[src/rtl/jt12_wr_queue_if.sv]
// Bus bundle between the host/register-map side and the write queue.
// The master side drives the CPU strobes and the register map's busy line.
// The slave side, which is the queue, drives status and the replayed writes.
interface jt12_wr_queue_if #(
  parameter int AW = 4
);
  // CPU side
  logic          cpu_wr;
  logic [1:0]    cpu_addr;
  logic [7:0]    cpu_din;
  logic          flush;
  logic          flag_clr;

  // Status
  logic          full;
  logic          empty;
  logic [AW:0]   level;
  logic          ovf;
  logic          tout;

  // Register-map side
  logic          mmr_write;
  logic [1:0]    mmr_addr;
  logic [7:0]    mmr_din;
  logic          mmr_busy;

  modport master (
    output cpu_wr, cpu_addr, cpu_din, flush, flag_clr, mmr_busy,
    input  full, empty, level, ovf, tout, mmr_write, mmr_addr, mmr_din
  );

  modport slave (
    input  cpu_wr, cpu_addr, cpu_din, flush, flag_clr, mmr_busy,
    output full, empty, level, ovf, tout, mmr_write, mmr_addr, mmr_din
  );
endinterface

[src/rtl/jt12_wr_queue.sv]
// CPU write buffer in front of the FM register map.
// Stores {addr,data} writes in order and replays them as single-cycle
// write pulses, waiting for the map's busy to clear between writes.
module jt12_wr_queue #(
  parameter int AW      = 4,
  parameter int TIMEOUT = 255
) (
  input  logic            clk,
  input  logic            rst_n,
  jt12_wr_queue_if.slave  bus
);

  localparam logic [AW:0] DEPTH_C = (AW+1)'(2**AW);

  typedef enum logic [1:0] {
    IDLE,
    DRIVE,
    RELEASE,
    WAIT_BUSY
  } state_t;

  state_t          state, state_next;
  logic [9:0]      mem [2**AW];
  logic [AW-1:0]   wr_ptr, rd_ptr;
  logic [AW:0]     count, count_next;
  logic            full_q, empty_q;
  logic            ovf_q, tout_q;
  logic [7:0]      tcnt, tcnt_next;
  logic            mmr_write_q;
  logic [1:0]      mmr_addr_q;
  logic [7:0]      mmr_din_q;
  logic            push, drop, pop, tout_set;

  // full is the registered view of count, so a write into a full queue is
  // judged before any pop in the same cycle. flush discards the write and
  // does not count as an overflow.
  assign push = bus.cpu_wr &&  !full_q && !bus.flush;
  assign drop = bus.cpu_wr &&   full_q && !bus.flush;

  // Next-state and pop decision for the replay FSM.
  always_comb begin
    // NOTE: every signal written here gets a default first so no path
    // leaves it unassigned, which would otherwise infer a latch.
    state_next = state;
    tcnt_next  = tcnt;
    pop        = 1'b0;
    tout_set   = 1'b0;
    unique case (state)
      IDLE: begin
        // A flush in this cycle empties the queue, so do not pop from it.
        if (!empty_q && !bus.mmr_busy && !bus.flush) begin
          pop        = 1'b1;
          state_next = DRIVE;
        end
      end
      DRIVE:   state_next = RELEASE;
      RELEASE: begin
        tcnt_next  = '0;
        state_next = WAIT_BUSY;
      end
      WAIT_BUSY: begin
        // Wait at most TIMEOUT cycles in this state, then give up.
        if (!bus.mmr_busy) begin
          state_next = IDLE;
        end else if (tcnt == 8'(TIMEOUT - 1)) begin
          tout_set   = 1'b1;
          state_next = IDLE;
        end else begin
          tcnt_next  = tcnt + 8'd1;
        end
      end
      default: state_next = IDLE;
    endcase
  end

  // Queue occupancy: flush wins, push and pop together leave count as is.
  always_comb begin
    count_next = count;
    if (bus.flush)
      count_next = '0;
    else if (push && !pop)
      count_next = count + (AW+1)'(1);
    else if (!push && pop)
      count_next = count - (AW+1)'(1);
  end

  // Pointers, count and the registered full/empty view of the next count.
  always_ff @(posedge clk or negedge rst_n) begin
    // NOTE: state registers use non-blocking assignments so every flop
    // samples the pre-edge values regardless of block ordering.
    if (!rst_n) begin
      wr_ptr  <= '0;
      rd_ptr  <= '0;
      count   <= '0;
      full_q  <= 1'b0;
      empty_q <= 1'b1;
    end else begin
      if (bus.flush) begin
        wr_ptr <= '0;
        rd_ptr <= '0;
      end else begin
        if (push) wr_ptr <= wr_ptr + AW'(1);
        if (pop)  rd_ptr <= rd_ptr + AW'(1);
      end
      count   <= count_next;
      full_q  <= (count_next == DEPTH_C);
      empty_q <= (count_next == '0);
    end
  end

  // Entry storage.
  always_ff @(posedge clk) begin
    // NOTE: the array has no reset; count/pointers define which entries are
    // valid, and leaving it unreset lets it map onto plain RAM.
    if (push) mem[wr_ptr] <= {bus.cpu_addr, bus.cpu_din};
  end

  // FSM state, busy-wait counter and the latched register-map outputs.
  always_ff @(posedge clk or negedge rst_n) begin
    if (!rst_n) begin
      state       <= IDLE;
      tcnt        <= '0;
      mmr_write_q <= 1'b0;
      mmr_addr_q  <= '0;
      mmr_din_q   <= '0;
    end else begin
      state       <= state_next;
      tcnt        <= tcnt_next;
      mmr_write_q <= (state_next == DRIVE);
      if (pop) {mmr_addr_q, mmr_din_q} <= mem[rd_ptr];
    end
  end

  // Sticky flags: a set event in the same cycle as flag_clr wins.
  always_ff @(posedge clk or negedge rst_n) begin
    if (!rst_n) begin
      ovf_q  <= 1'b0;
      tout_q <= 1'b0;
    end else begin
      ovf_q  <= drop     | (ovf_q  & ~bus.flag_clr);
      tout_q <= tout_set | (tout_q & ~bus.flag_clr);
    end
  end

  assign bus.full      = full_q;
  assign bus.empty     = empty_q;
  assign bus.level     = count;
  assign bus.ovf       = ovf_q;
  assign bus.tout      = tout_q;
  assign bus.mmr_write = mmr_write_q;
  assign bus.mmr_addr  = mmr_addr_q;
  assign bus.mmr_din   = mmr_din_q;

endmodule

[src/flat_wrapper.sv]
// flat-port wrapper written by rule: the top's interface ports become plain ports
module jt12_wr_queue_flat 
#(
  parameter int AW      = 4,
  parameter int TIMEOUT = 255
)
  (clk, rst_n, bus_cpu_wr, bus_cpu_addr, bus_cpu_din, bus_flush, bus_flag_clr, bus_mmr_busy, bus_full, bus_empty, bus_level, bus_ovf, bus_tout, bus_mmr_write, bus_mmr_addr, bus_mmr_din);
  jt12_wr_queue_if #(.AW(AW)) bus_i ();
  input  logic clk;
  input  logic rst_n;
  input wire logic [$bits(bus_i.cpu_wr)-1:0] bus_cpu_wr;
  input wire logic [$bits(bus_i.cpu_addr)-1:0] bus_cpu_addr;
  input wire logic [$bits(bus_i.cpu_din)-1:0] bus_cpu_din;
  input wire logic [$bits(bus_i.flush)-1:0] bus_flush;
  input wire logic [$bits(bus_i.flag_clr)-1:0] bus_flag_clr;
  input wire logic [$bits(bus_i.mmr_busy)-1:0] bus_mmr_busy;
  output wire logic [$bits(bus_i.full)-1:0] bus_full;
  output wire logic [$bits(bus_i.empty)-1:0] bus_empty;
  output wire logic [$bits(bus_i.level)-1:0] bus_level;
  output wire logic [$bits(bus_i.ovf)-1:0] bus_ovf;
  output wire logic [$bits(bus_i.tout)-1:0] bus_tout;
  output wire logic [$bits(bus_i.mmr_write)-1:0] bus_mmr_write;
  output wire logic [$bits(bus_i.mmr_addr)-1:0] bus_mmr_addr;
  output wire logic [$bits(bus_i.mmr_din)-1:0] bus_mmr_din;
  assign bus_i.cpu_wr = bus_cpu_wr;
  assign bus_i.cpu_addr = bus_cpu_addr;
  assign bus_i.cpu_din = bus_cpu_din;
  assign bus_i.flush = bus_flush;
  assign bus_i.flag_clr = bus_flag_clr;
  assign bus_i.mmr_busy = bus_mmr_busy;
  assign bus_full = bus_i.full;
  assign bus_empty = bus_i.empty;
  assign bus_level = bus_i.level;
  assign bus_ovf = bus_i.ovf;
  assign bus_tout = bus_i.tout;
  assign bus_mmr_write = bus_i.mmr_write;
  assign bus_mmr_addr = bus_i.mmr_addr;
  assign bus_mmr_din = bus_i.mmr_din;
  jt12_wr_queue #(.AW(AW), .TIMEOUT(TIMEOUT)) u_core (.clk(clk), .rst_n(rst_n), .bus(bus_i));
endmodule
[config.mk]
export PLATFORM = sky130hd
export DESIGN_NAME = jt12_wr_queue_flat
export DESIGN_NICKNAME = d
export VERILOG_FILES = /design/src/rtl/jt12_wr_queue_if.sv /design/src/rtl/jt12_wr_queue.sv /design/src/flat_wrapper.sv
export SDC_FILE = /design/constraint.sdc
export NUM_CORES = 1
export LEC_CHECK = 0
export ABC_CLOCK_PERIOD_IN_PS = 4000
export BUFFER_PORTS_ARGS = -buffer_cell sky130_fd_sc_hd__clkbuf_2
export CORE_MARGIN = 2
export CORE_UTILIZATION = 35
export CTS_CLUSTER_SIZE = 10
export DETAILED_ROUTE_END_ITERATION = 10
export GPL_TIMING_DRIVEN = 0
export SLEW_MARGIN = 10
export SYNTH_ARGS = -nofsm -noshare
export SYNTH_HDL_FRONTEND = slang
export SYNTH_SLANG_ARGS = --single-unit
[constraint.sdc]
create_clock -name clk -period 4 [get_ports clk]
set_clock_uncertainty 0.05 [all_clocks]
set_input_delay 0.8 -clock clk [delete_from_list [all_inputs] [get_ports clk]]
set_output_delay 0.8 -clock clk [all_outputs]
set_load 0.01 [all_outputs]
# == Word level (Yosys, flattened, before mapping) ==
# Memory sizes are Yosys's and may differ from the RTL's. A register that Yosys moved wholly into a read port is not among the register bits.
# Index checks and enable logic that the tools add are counted.
# W data, S select, Z words.
# word_totals
register_bits,28
latch_bits,0
mem_bits_rw,160
romBits,0
mem_count,1
# mem_list
memory,words,word_bits,read_ports,rd_clocked_by_memory_dff,write_ports,line_no,rtl
u_core.mem,16,10,1,1,1,jt12_wr_queue.sv:23,logic [9:0] mem [2**AW];
# op_classes
addsub,5
n_mul,0
div_mod_pow,0
n_lt_le_gt_ge,0
eq_ne,8
shift,0
muxes,21
bitwise,5
n_reduce_logical,21
# ops
cell,count
$mux W4,4
$mux W8,2
$pmux W8 S2,1
$mux W5,3
$add A4 B1 Y4 const B,2
$add A8 B1 Y8 const B,1
$eq A8 B8 Y1 const B,1
$logic_and A1 B1 Y1,8
$pmux W2 S4,1
$logic_not A1 Y1,7
$mux W1,7
$mux W2,3
$reduce_bool A2 Y1,3
$add A5 B1 Y5 const B,1
$eq A5 B5 Y1 const B,1
$logic_not A5 Y1,1
$sub A5 B1 Y5 const B,1
$eq A2 B1 Y1 const B,2
$eq A2 B2 Y1 const B,2
$ne A2 B2 Y1 const B,2
$reduce_and A3 Y1,1
$and A1 B1 Y1,2
$logic_not A2 Y1,1
$or A1 B1 Y1,2
$not A1 Y1,1

# == Longest topological paths before layout ==
# logic_depth
depth_word,10
ltp_mapped,8
mapped_depth_nobuf,7

# == Worst setup path before layout ==
# OpenSTA, ideal clock, no wires.
# synth_path
path_kind,input-to-reg
from,in bus_flush
to,"mem u_core.mem[0][0], enable pin"
setup_time_ps,390
arrival_time_ps,2224
required_ps,3560
path_slack_ps,1336
path_stages,5
n_path_buf,2
cell_sequence,buf_2 -> buf_1 -> nor2_1 -> nand2_1 -> nor3_1
# synth_between
elab_chain_len,4
# synth_rtl
element,line_no,rtl
"start, declared",flat_wrapper.sv:14,input wire logic [$bits(bus_i.flush)-1:0] bus_flush;
$logic_not A1 Y1,jt12_wr_queue.sv:37,assign push = bus.cpu_wr && !full_q && !bus.flush;
$logic_and A1 B1 Y1,jt12_wr_queue.sv:37,
$mux W1,jt12_wr_queue.sv:115,"if (push) mem[wr_ptr] <= {bus.cpu_addr, bus.cpu_din};"
$mux W1 (not written as such),jt12_wr_queue.sv:115,
"end, declared",jt12_wr_queue.sv:23,
# Every way passes these cells.

# == Worst setup path after layout ==
# layout_path
from,in bus_flush
to,"mem u_core.mem[7][0], enable pin"
# The elaborated chain is that of the path after synthesis.

==> results.cfg <==
[setup_path]
worstSetupEndpointType = flip-flop
critPathLaunchType = input pin
path_cells = buf_2 -> buf_1 -> nor2_1 -> nand2_1 -> nor2_1
timing.rr.start = u_core.bus.full
crit_cells = 5
cp_num_buf_inv = 2
cp_data_arrival_time_ps = 2690
critPathMaxFanout = 10
crit_top_cell = nor2_1
startpoint = bus_flush
r2r_cells = 5
cp_slowest_cell = nor2_1
critPathTopFamily = simple AND/OR/NAND/NOR gates
critical_path_class = input pin to flip-flop
cp_data_required_time_ps = 3990
slowest_delay_ps = 970

[finish]
diodes = 0
nets = 539
final_common_cell = edfxtp_1
fin_cells = 812
final_area_um2 = 9233
drive_gt1_share_pct = 25.62
fin_util_pct = 40.78
mostFrequentLayoutCells = edfxtp_1, mux4_2, dfrtp_1, clkbuf_2, nand2_1
synthToLayoutAreaGrowth_pct = 14.35

[synth]
synth-edff-count = 160
synth.largest_area_cell = edfxtp_1
syn_nets = 482
avgSynthCellArea_um2 = 17.67
synth-simple-area-share_pct = 6.168
synthFlopType = edfxtp_1
synth_compound_area_share_pct = 4.664
ys_ff_latch = 198
synth-async-reset-ratio_pct = 19.19
synthXorXnorAreaFrac_pct = 0.5424
yosysSeqAreaShare_pct = 71.30
synth_area_leaders = edfxtp_1, dfrtp_1, mux4_2
synthAdderAreaFrac_pct = 1.395
yosysTopAreaCellShare_pct = 59.51
syn_area_um2 = 8074
ys_warn_count = 0
synth.distinct_cells = 56
synth_top_family_by_area = multiplexers
synth_cells = 457
synthMuxAreaShare_pct = 14.07

[clocking]
htreeDepth = 4
postCtsResizedCells = 0
ctsHoldBuffers = 0
tritoncts = done
cts_root_buffer = clkbuf_16
cts_sinks = 198
clockBufferDepth = 2
clk_pin_slew_worst_paths_ps = 70
cts_setup_buffers = 0
clock_latency_ps = 430
cts_buffers = 17

[routing]
wl_met3_mm = 1.032
top_layer = met5
wl_per_cell_um = 20.86
postRouteAntennaNets = 0
routed-wl-met2_mm = 8.041
drtIter0Drc = 371
drtPass1Iterations = 5
detail_route.wirelength_mm = 16.94
vias_per_cell = 5.337
wl_met1_mm = 7.627
drc = 0
vias = 4334

[min_path]
hp-class = flip-flop to flip-flop
holdCritStartpoint = u_core.bus.ovf
whs_path_depth = 1

[timing]
setup_viol = 0
worst_slew_pin_slew_ps = 1255
period_share_pct = 67.57
rsz0062_at_grt = false
drv_slew = 0
relSlewSlack_pct = 16.04
tns_ps = 0
timing.fmax_ghz = 0.3700
hold_viol = 0
whs_ps = 438.6
period_minus_slack_ps = 2703

[placement]
placed_cell_area_um2 = 8658
place.gp.congestion = 0.7829
dp_hpwl_mm = 11.43
io_buffer_count = 34
place_inst = 780

[global_route]
grt_overflow_total = 0
grtUsageTotal_pct = 14.74
first_global_vias = 4502
grt_pass1_wl_mm = 26.15
grt_max_degree = 39
antenna_found_initial = 2

[outcome]
status = finished clean

[floorplan]
core_um2 = 22640
dieHeight_um = 155.9
initial_core_util_pct = 35.66
fp.dieW_um = 155.9
die_area_um2 = 24300
rows = 55
ios = 36

[power_and_ir_drop]
leakage_nw = 3.173
power_density_nw_per_um2 = 489.8
ir_drop_uv = 275.8

[run]
drv_cap = 0
[registers in the layout, summed over array words and instances, names as in the netlist]
| name | flops |
|---|---|
| u_core.mem | 160 |
| u_core.bus.mmr_din | 8 |
| u_core.tcnt | 8 |
| u_core.bus.level | 5 |
| u_core.rd_ptr | 4 |
| u_core.wr_ptr | 4 |
| u_core.bus.mmr_addr | 2 |
| u_core.state | 2 |
| u_core.bus.empty | 1 |
| u_core.bus.full | 1 |
| u_core.bus.mmr_write | 1 |
| u_core.bus.ovf | 1 |
| u_core.bus.tout | 1 |
[final timing paths]
check | slack (ps) | to
setup / recovery | 1300 | u_core.mem[7][0]
hold / removal | 440 | u_core.bus.ovf
setup reg to reg | 1320 | u_core.mem[7][0]
hold reg to reg | 440 | u_core.bus.ovf
max in group asynchronous | 2770 | u_core.wr_ptr[1]
min in group asynchronous | 490 | u_core.bus.level[3]
[layer usage]
layer  global-route usage, %  up-vias
met4                   3.713        4
met1                   20.03     2253
li1                        -     1926
met5                       0        -
met3                   4.306       25
met2                   23.45      126
[kinds of logic (layout without fill, tap and decap cells)]
| group | count (synthesis) | in the layout |
|---|---|---|
| adder cells (fa/ha/maj) | 9 | 9 |
| flip-flops | 198 | 198 |
| XOR/XNOR | 5 | 5 |
| multiplexers | 63 | 63 |
| AO/OA/AOI/OAI | 53 | 53 |
| AND/OR/NAND/NOR | 95 | 95 |
| buffers and inverters | 34 | 104 |
[Yosys cell counts (2+ instances only)]
master,number
o311ai_0,2
inv_1,8
a211oi_1,2
nor2b_1,2
nand2b_1,4
a22o_1,2
a21oi_1,6
nor4_1,3
nand2_1,27
nand4_1,8
edfxtp_1,160
a21o_1,10
mux4_2,40
or3_1,2
nor2_1,22
dfrtp_1,37
buf_2,8
mux2i_1,22
clkbuf_1,13
a211o_1,2
nand3_1,9
ha_1,9
o22ai_1,10
nor3_1,7
a31o_2,2
xor2_1,4
o21ai_0,7
[power by group]
| group | leakage, nW | internal, W | total [W] | switching (W) |
|---|---|---|---|---|
| sequential | 1.94 | 0.00232 | 0.00239 | 0.0000728 |
| combinational | 0.945 | 0.000189 | 0.000455 | 0.000267 |
| clock | 0.283 | 0.000888 | 0.00168 | 0.000790 |
[area by class of cell]
| class | count | area, µm² |
|---|---|---|
| repair buffers | 38 | 207.7 |
| inverters | 10 | 38.79 |
| well taps | 285 | 356.6 |
| plain buffers | 24 | 111.4 |
| flip-flops and latches | 198 | 5757 |
| clock inverters | 12 | 137.6 |
| multi-input cells | 225 | 2187 |
| fillers | 2050 | 13410 |
| clock buffers | 20 | 436.7 |
[through the flow]
stage	setup slack, ps	total power (W)
after global routing	1136	0.004689
final	1297	0.004522
after global placement	521.3	0.002864
after detailed placement	815.1	0.002892
after CTS	1260	0.004556
after floorplan	1336	0.002704
No activity file was read; power rests on OpenSTA's default activity.
